### src/rtl/input_debouncer_pkg.sv
// Shared definitions for the push-button / slide-switch debouncer.
package input_debouncer_pkg;

   typedef enum logic {
      STABLE   = 1'b0,
      SETTLING = 1'b1
   } deb_state_e;

   localparam int CLK_FREQ_HZ             = 100_000_000;
   localparam int DEFAULT_DEBOUNCE_CYCLES = 2_000_000;  // 20 ms at CLK_FREQ_HZ

   function automatic int cnt_width(input int cycles);
      return $clog2(cycles) + 1;
   endfunction

endpackage

### src/rtl/input_debouncer_core.sv
// One debounce engine: two-flop synchronizer, then a STABLE/SETTLING FSM that
// accepts a new vector after DEBOUNCE_CYCLES consecutive identical samples.
module debounce_core
   import input_debouncer_pkg::*;
#(
   parameter int WIDTH           = 1,
   parameter int DEBOUNCE_CYCLES = DEFAULT_DEBOUNCE_CYCLES
) (
   input  logic             clk,
   input  logic             rst,
   input  logic [WIDTH-1:0] din,
   output logic [WIDTH-1:0] stable,
   output logic             changed
);

   localparam int             CW      = cnt_width(DEBOUNCE_CYCLES);
   localparam logic [CW-1:0]  CNT_MAX = CW'(DEBOUNCE_CYCLES - 1);

   logic [WIDTH-1:0] sync1, sync2;
   logic [WIDTH-1:0] cand;
   logic [CW-1:0]    cnt;
   deb_state_e       state;

   always_ff @(posedge clk) begin
      if (rst) begin
         sync1   <= '0;
         sync2   <= '0;
         cand    <= '0;
         cnt     <= '0;
         stable  <= '0;
         changed <= 1'b0;
         state   <= STABLE;
      end else begin
         sync1   <= din;
         sync2   <= sync1;
         changed <= 1'b0;
         case (state)
            STABLE: begin
               if (sync2 != stable) begin
                  state <= SETTLING;
                  cand  <= sync2;
                  cnt   <= '0;
               end
            end
            SETTLING: begin
               if (sync2 == stable) begin
                  state <= STABLE;
               end else if (sync2 != cand) begin
                  // a third value restarts settling on the new candidate
                  cand <= sync2;
                  cnt  <= '0;
               end else if (cnt == CNT_MAX) begin
                  stable  <= cand;
                  changed <= 1'b1;
                  state   <= STABLE;
               end else begin
                  cnt <= cnt + 1'b1;
               end
            end
            default: state <= STABLE;
         endcase
      end
   end

endmodule

### src/rtl/input_debouncer.sv
// Debounces one push-button and a 3-bit slide-switch bank with independent engines.
module input_debouncer
   import input_debouncer_pkg::*;
#(
   parameter int DEBOUNCE_CYCLES = DEFAULT_DEBOUNCE_CYCLES  // minimum 2
) (
   input  logic       clk,
   input  logic       rst,
   input  logic       button,
   input  logic [2:0] switch,
   output logic       button_level,
   output logic       button_pulse,
   output logic [2:0] switch_stable,
   output logic       switch_changed
);

   logic btn_stable, btn_changed;

   debounce_core #(
      .WIDTH          (1),
      .DEBOUNCE_CYCLES(DEBOUNCE_CYCLES)
   ) u_btn (
      .clk    (clk),
      .rst    (rst),
      .din    (button),
      .stable (btn_stable),
      .changed(btn_changed)
   );

   debounce_core #(
      .WIDTH          (3),
      .DEBOUNCE_CYCLES(DEBOUNCE_CYCLES)
   ) u_sw (
      .clk    (clk),
      .rst    (rst),
      .din    (switch),
      .stable (switch_stable),
      .changed(switch_changed)
   );

   // both terms are flops, so the press strobe stays glitch-free; release is masked
   assign button_level = btn_stable;
   assign button_pulse = btn_changed & btn_stable;

endmodule

### config.mk
export PLATFORM = sky130hd
export DESIGN_NAME = input_debouncer
export DESIGN_NICKNAME = d
export VERILOG_FILES = /design/src/rtl/input_debouncer_pkg.sv /design/src/rtl/input_debouncer_core.sv /design/src/rtl/input_debouncer.sv
export SDC_FILE = /design/constraint.sdc
export NUM_CORES = 1
export LEC_CHECK = 0
export CELL_PAD_IN_SITES_DETAIL_PLACEMENT = 1
export CELL_PAD_IN_SITES_GLOBAL_PLACEMENT = 2
export CORE_MARGIN = 2
export CORE_UTILIZATION = 25
export CTS_CLUSTER_SIZE = 30
export DETAILED_ROUTE_END_ITERATION = 7
export PLACE_DENSITY_LB_ADDON = 0.1
export SYNTH_ARGS = -nofsm -noshare
export SYNTH_HDL_FRONTEND = slang
export SYNTH_SLANG_ARGS = --single-unit
export TNS_END_PERCENT = 30
### constraint.sdc
create_clock -name clk -period 2.15 [get_ports clk]
set_clock_uncertainty 0.1 [all_clocks]
set_input_delay 0.3225 -clock clk [delete_from_list [all_inputs] [get_ports clk]]
set_output_delay 0.3225 -clock clk [all_outputs]
set_load 0.02 [all_outputs]
==> results.py <==
metrics = {
    "finish": {
        "final_nets": 408,
        "area_growth_pct": 24.46,
        "final_util_pct": 31.52,
        "layout_common_cells": "64 x dfxtp_1, 34 x buf_4, 29 x nor2_1, 28 x nand2_1",
        "final_common_cell": "dfxtp_1",
        "n_antenna_cell": 0,
        "fillers": 1474,
        "design_area_um2": 3929,
        "fin_cells": 577,
        "drive_gt1_share_pct": 18.02,
    },
    "clock_network": {
        "clk_pin_slew_ps": 60,
        "cts_tree": "done",
        "clock_sink_count": 64,
        "numCtsBuffers": 9,
        "cts_setup_buffers": 0,
        "clockBufferDepth": 2,
        "ctsHoldBuffers": 0,
        "clk_latency_ps": 340,
        "cts_htree_levels": 3,
        "cts_root_buf": "clkbuf_16",
    },
    "yosys": {
        "ys_seq_area_share_pct": 40.59,
        "synthArstFlopShare_pct": 0,
        "synth_warnings": 0,
        "synth_nets": 367,
        "ys_ff_latch": 64,
        "syn-instance-count": 359,
        "synth_area_um2": 3157,
        "synthFlopType": "dfxtp_1",
        "yosys.cell_types.count": 59,
        "syn_area_per_cell_um2": 8.793,
        "synth_enable_flop_cells": 0,
    },
    "timing": {
        "slew_headroom_pct": 69.92,
        "min_period_ps": 2072,
        "tightestPinTransition_ps": 444.9,
        "finalHoldViolations": 0,
        "final_max_slew_viol_count": 0,
        "grt_setup_unrepaired": "yes",
        "setup_viol": 0,
        "fin_crit_sh_pct": 96.39,
        "timing.fmax_mhz": 482.6,
        "setup_ws_ps": 77.72,
    },
    "global_routing": {
        "grt_max_degree": 22,
        "grt_pass1_wl_um": 15090,
        "met2_usage_pct": 23.06,
        "met1_usage_pct": 19.58,
        "top_usage_layer": "met2",
        "overflow": 0,
        "antenna_found_initial": 0,
        "grt_pass1_vias": 2827,
        "grtUsageTotal_pct": 14.83,
        "grt_use_met3_pct": 4.722,
    },
    "min_path": {
        "min_path_type": "reg -> reg",
    },
    "setup_path": {
        "path_max_fanout": 13,
        "timing.rr.start": "u_sw.cnt[1]$_SDFFE_PP0P_",
        "reg2reg_depth": 7,
        "crit_path_start": "u_sw.cnt[1]$_SDFFE_PP0P_",
        "worstSetupPathType": "reg -> reg",
        "regToRegSetupSlack_ps": 80,
        "critPathCapture": "u_sw.cnt[7]$_SDFFE_PP0P_",
        "start_kind": "flop",
        "critPathArrivalTime_ps": 2240,
        "crit_path_end_kind": "flop",
        "critPathRequiredTime_ps": 2320,
        "r2r-end": "u_sw.cnt[7]$_SDFFE_PP0P_",
    },
    "detailed_routing": {
        "ant_nets": 0,
        "via_per_inst": 4.886,
        "drt-pass1-iter-count": 6,
        "wl_per_cell_um": 15.66,
        "drt_iter0_markers": 173,
        "route.detailed.drc": 0,
        "drt-total-wl_um": 9034,
        "vias": 2819,
    },
    "power": {
        "total_power_mw": 2.714,
        "power_density_nw_per_um2": 690.7,
        "p_leak_nw": 1.324,
        "ir_worst_vdd_mv": 0.4207,
    },
    "run_status": {
        "outcome": "finished, final reports clean",
    },
    "floorplan": {
        "die_area_um2": 13540,
        "start_util_pct": 25.32,
        "io_pins": 12,
        "core_area_um2": 12470,
        "rows": 41,
        "die-height_um": 116.4,
        "die_width_um": 116.4,
    },
    "placement": {
        "post-place-ws_ps": 80.43,
        "dp.cells": 561,
        "place.gp.congestion": 0.7540,
        "dpl-instance-area_um2": 3636,
        "numPortBuffers": 11,
        "dp_hpwl_um": 6607,
    },
    "job": {
        "cap_viol_max_count": 0,
    },
}
-- what timing repair did --
item,CTS,global route
resized for setup,0,3
endpoints found under the hold margin,0,0
setup endpoints to repair,0,14
-- cell families after synthesis --
| kind of cell | after synthesis | share of synthesized area [%] |
|---|---|---|
| simple gates | 176 | 32.82 |
| compound gates | 67 | 13.64 |
| flops | 64 | 40.59 |
| xor+xnor | 24 | 6.659 |
| buf+inv | 21 | 3.924 |
| mux | 5 | 1.585 |
| fa+ha+maj | 2 | 0.7926 |
-- registers in the layout, summed over array words and instances (netlist names) --
name,flops
u_btn.changed,1
u_btn.cnt,22
u_btn.state,1
u_sw.sync1,3
u_btn.sync1,1
u_sw.cand,3
u_btn.stable,1
u_sw.state,1
u_sw.changed,1
u_sw.cnt,22
u_btn.sync2,1
u_btn.cand,1
u_sw.sync2,3
u_sw.stable,3
-- layer usage --
layer | routed length (um) | share of wire [%]
met2 | 4051 | 45
met1 | 4577 | 51
met3 | 282 | 3.1
met5 | 0 | 0
met4 | 124 | 1.4
-- area by class of cell --
type                       count  area (um2)  area share (%)
multi-input combinational    274        1770           45.06
clock buffer                   9       225.2           5.732
clock inverter                 7       48.80           1.242
timing repair buffer          45       365.4           9.299
tap                          172       215.2           5.478
inverter                       6       22.52          0.5732
sequential                    64        1281           32.61
-- cell usage after synthesis, types with 5 or more instances --
cell / instances / area [um2]
and3_1: 7 / 43.79
nand4_1: 9 / 56.30
o211ai_1: 6 / 45.04
xor2_1: 6 / 52.55
nor4b_1: 5 / 43.79
nor4_1: 8 / 50.05
clkbuf_1: 7 / 26.28
a21oi_1: 23 / 115.1
o21ai_0: 14 / 70.07
xnor2_1: 18 / 157.7
nand2_1: 28 / 105.1
inv_1: 6 / 22.52
or3_1: 12 / 75.07
mux2i_1: 5 / 50.05
nor2_1: 29 / 108.9
nor3_1: 7 / 35.03
nand3_1: 22 / 110.1
or4_1: 10 / 75.07
dfxtp_1: 64 / 1281
nor2b_1: 11 / 68.82
-- metrics by stage --
stage | hold WS (ps) | setup TNS (ps)
after floorplan | 313.8 | 0
after global placement | 317.8 | 0
after detailed placement | 328.5 | 0
after CTS | 341.9 | 0
after global routing | 372.1 | -66.85
final | 338.7 | 0
-- worst max-delay path: stages, from the launching register on --
cell and delay, ps:
dfxtp_1 330, ha_1 250, nand4b_1 210, nor4_4 60, buf_4 150, a21o_2 290
or4_1 480, a21oi_1 140
-- power by group --
part | internal [mW] | leakage (nW) | switching (mW) | total [mW]
clock network | 0.776 | 0.123 | 0.580 | 1.36
logic | 0.0587 | 0.683 | 0.0913 | 0.150
registers | 1.20 | 0.518 | 0.00931 | 1.21
total | 2.03 | 1.32 | 0.680 | 2.71
-- worst min-delay path by stage --
| stage | from | endpoint | slack [ps] | cells past startpoint |
|---|---|---|---|---|
| after global routing | u_sw.sync1[0]$_SDFF_PP0_ | u_sw.sync2[0]$_SDFF_PP0_ | 370 | 1 |
| after global placement | u_sw.sync1[2]$_SDFF_PP0_ | u_sw.sync2[2]$_SDFF_PP0_ | 320 | 1 |
| after detailed placement | u_sw.sync1[2]$_SDFF_PP0_ | u_sw.sync2[2]$_SDFF_PP0_ | 330 | 1 |
| after CTS | u_sw.sync1[2]$_SDFF_PP0_ | u_sw.sync2[2]$_SDFF_PP0_ | 340 | 1 |
| after floorplan | u_btn.sync1$_SDFF_PP0_ | u_btn.sync2$_SDFF_PP0_ | 310 | 1 |
| final | u_btn.sync1$_SDFF_PP0_ | u_btn.sync2$_SDFF_PP0_ | 340 | 1 |
No activity file was read; power rests on OpenSTA's default activity.
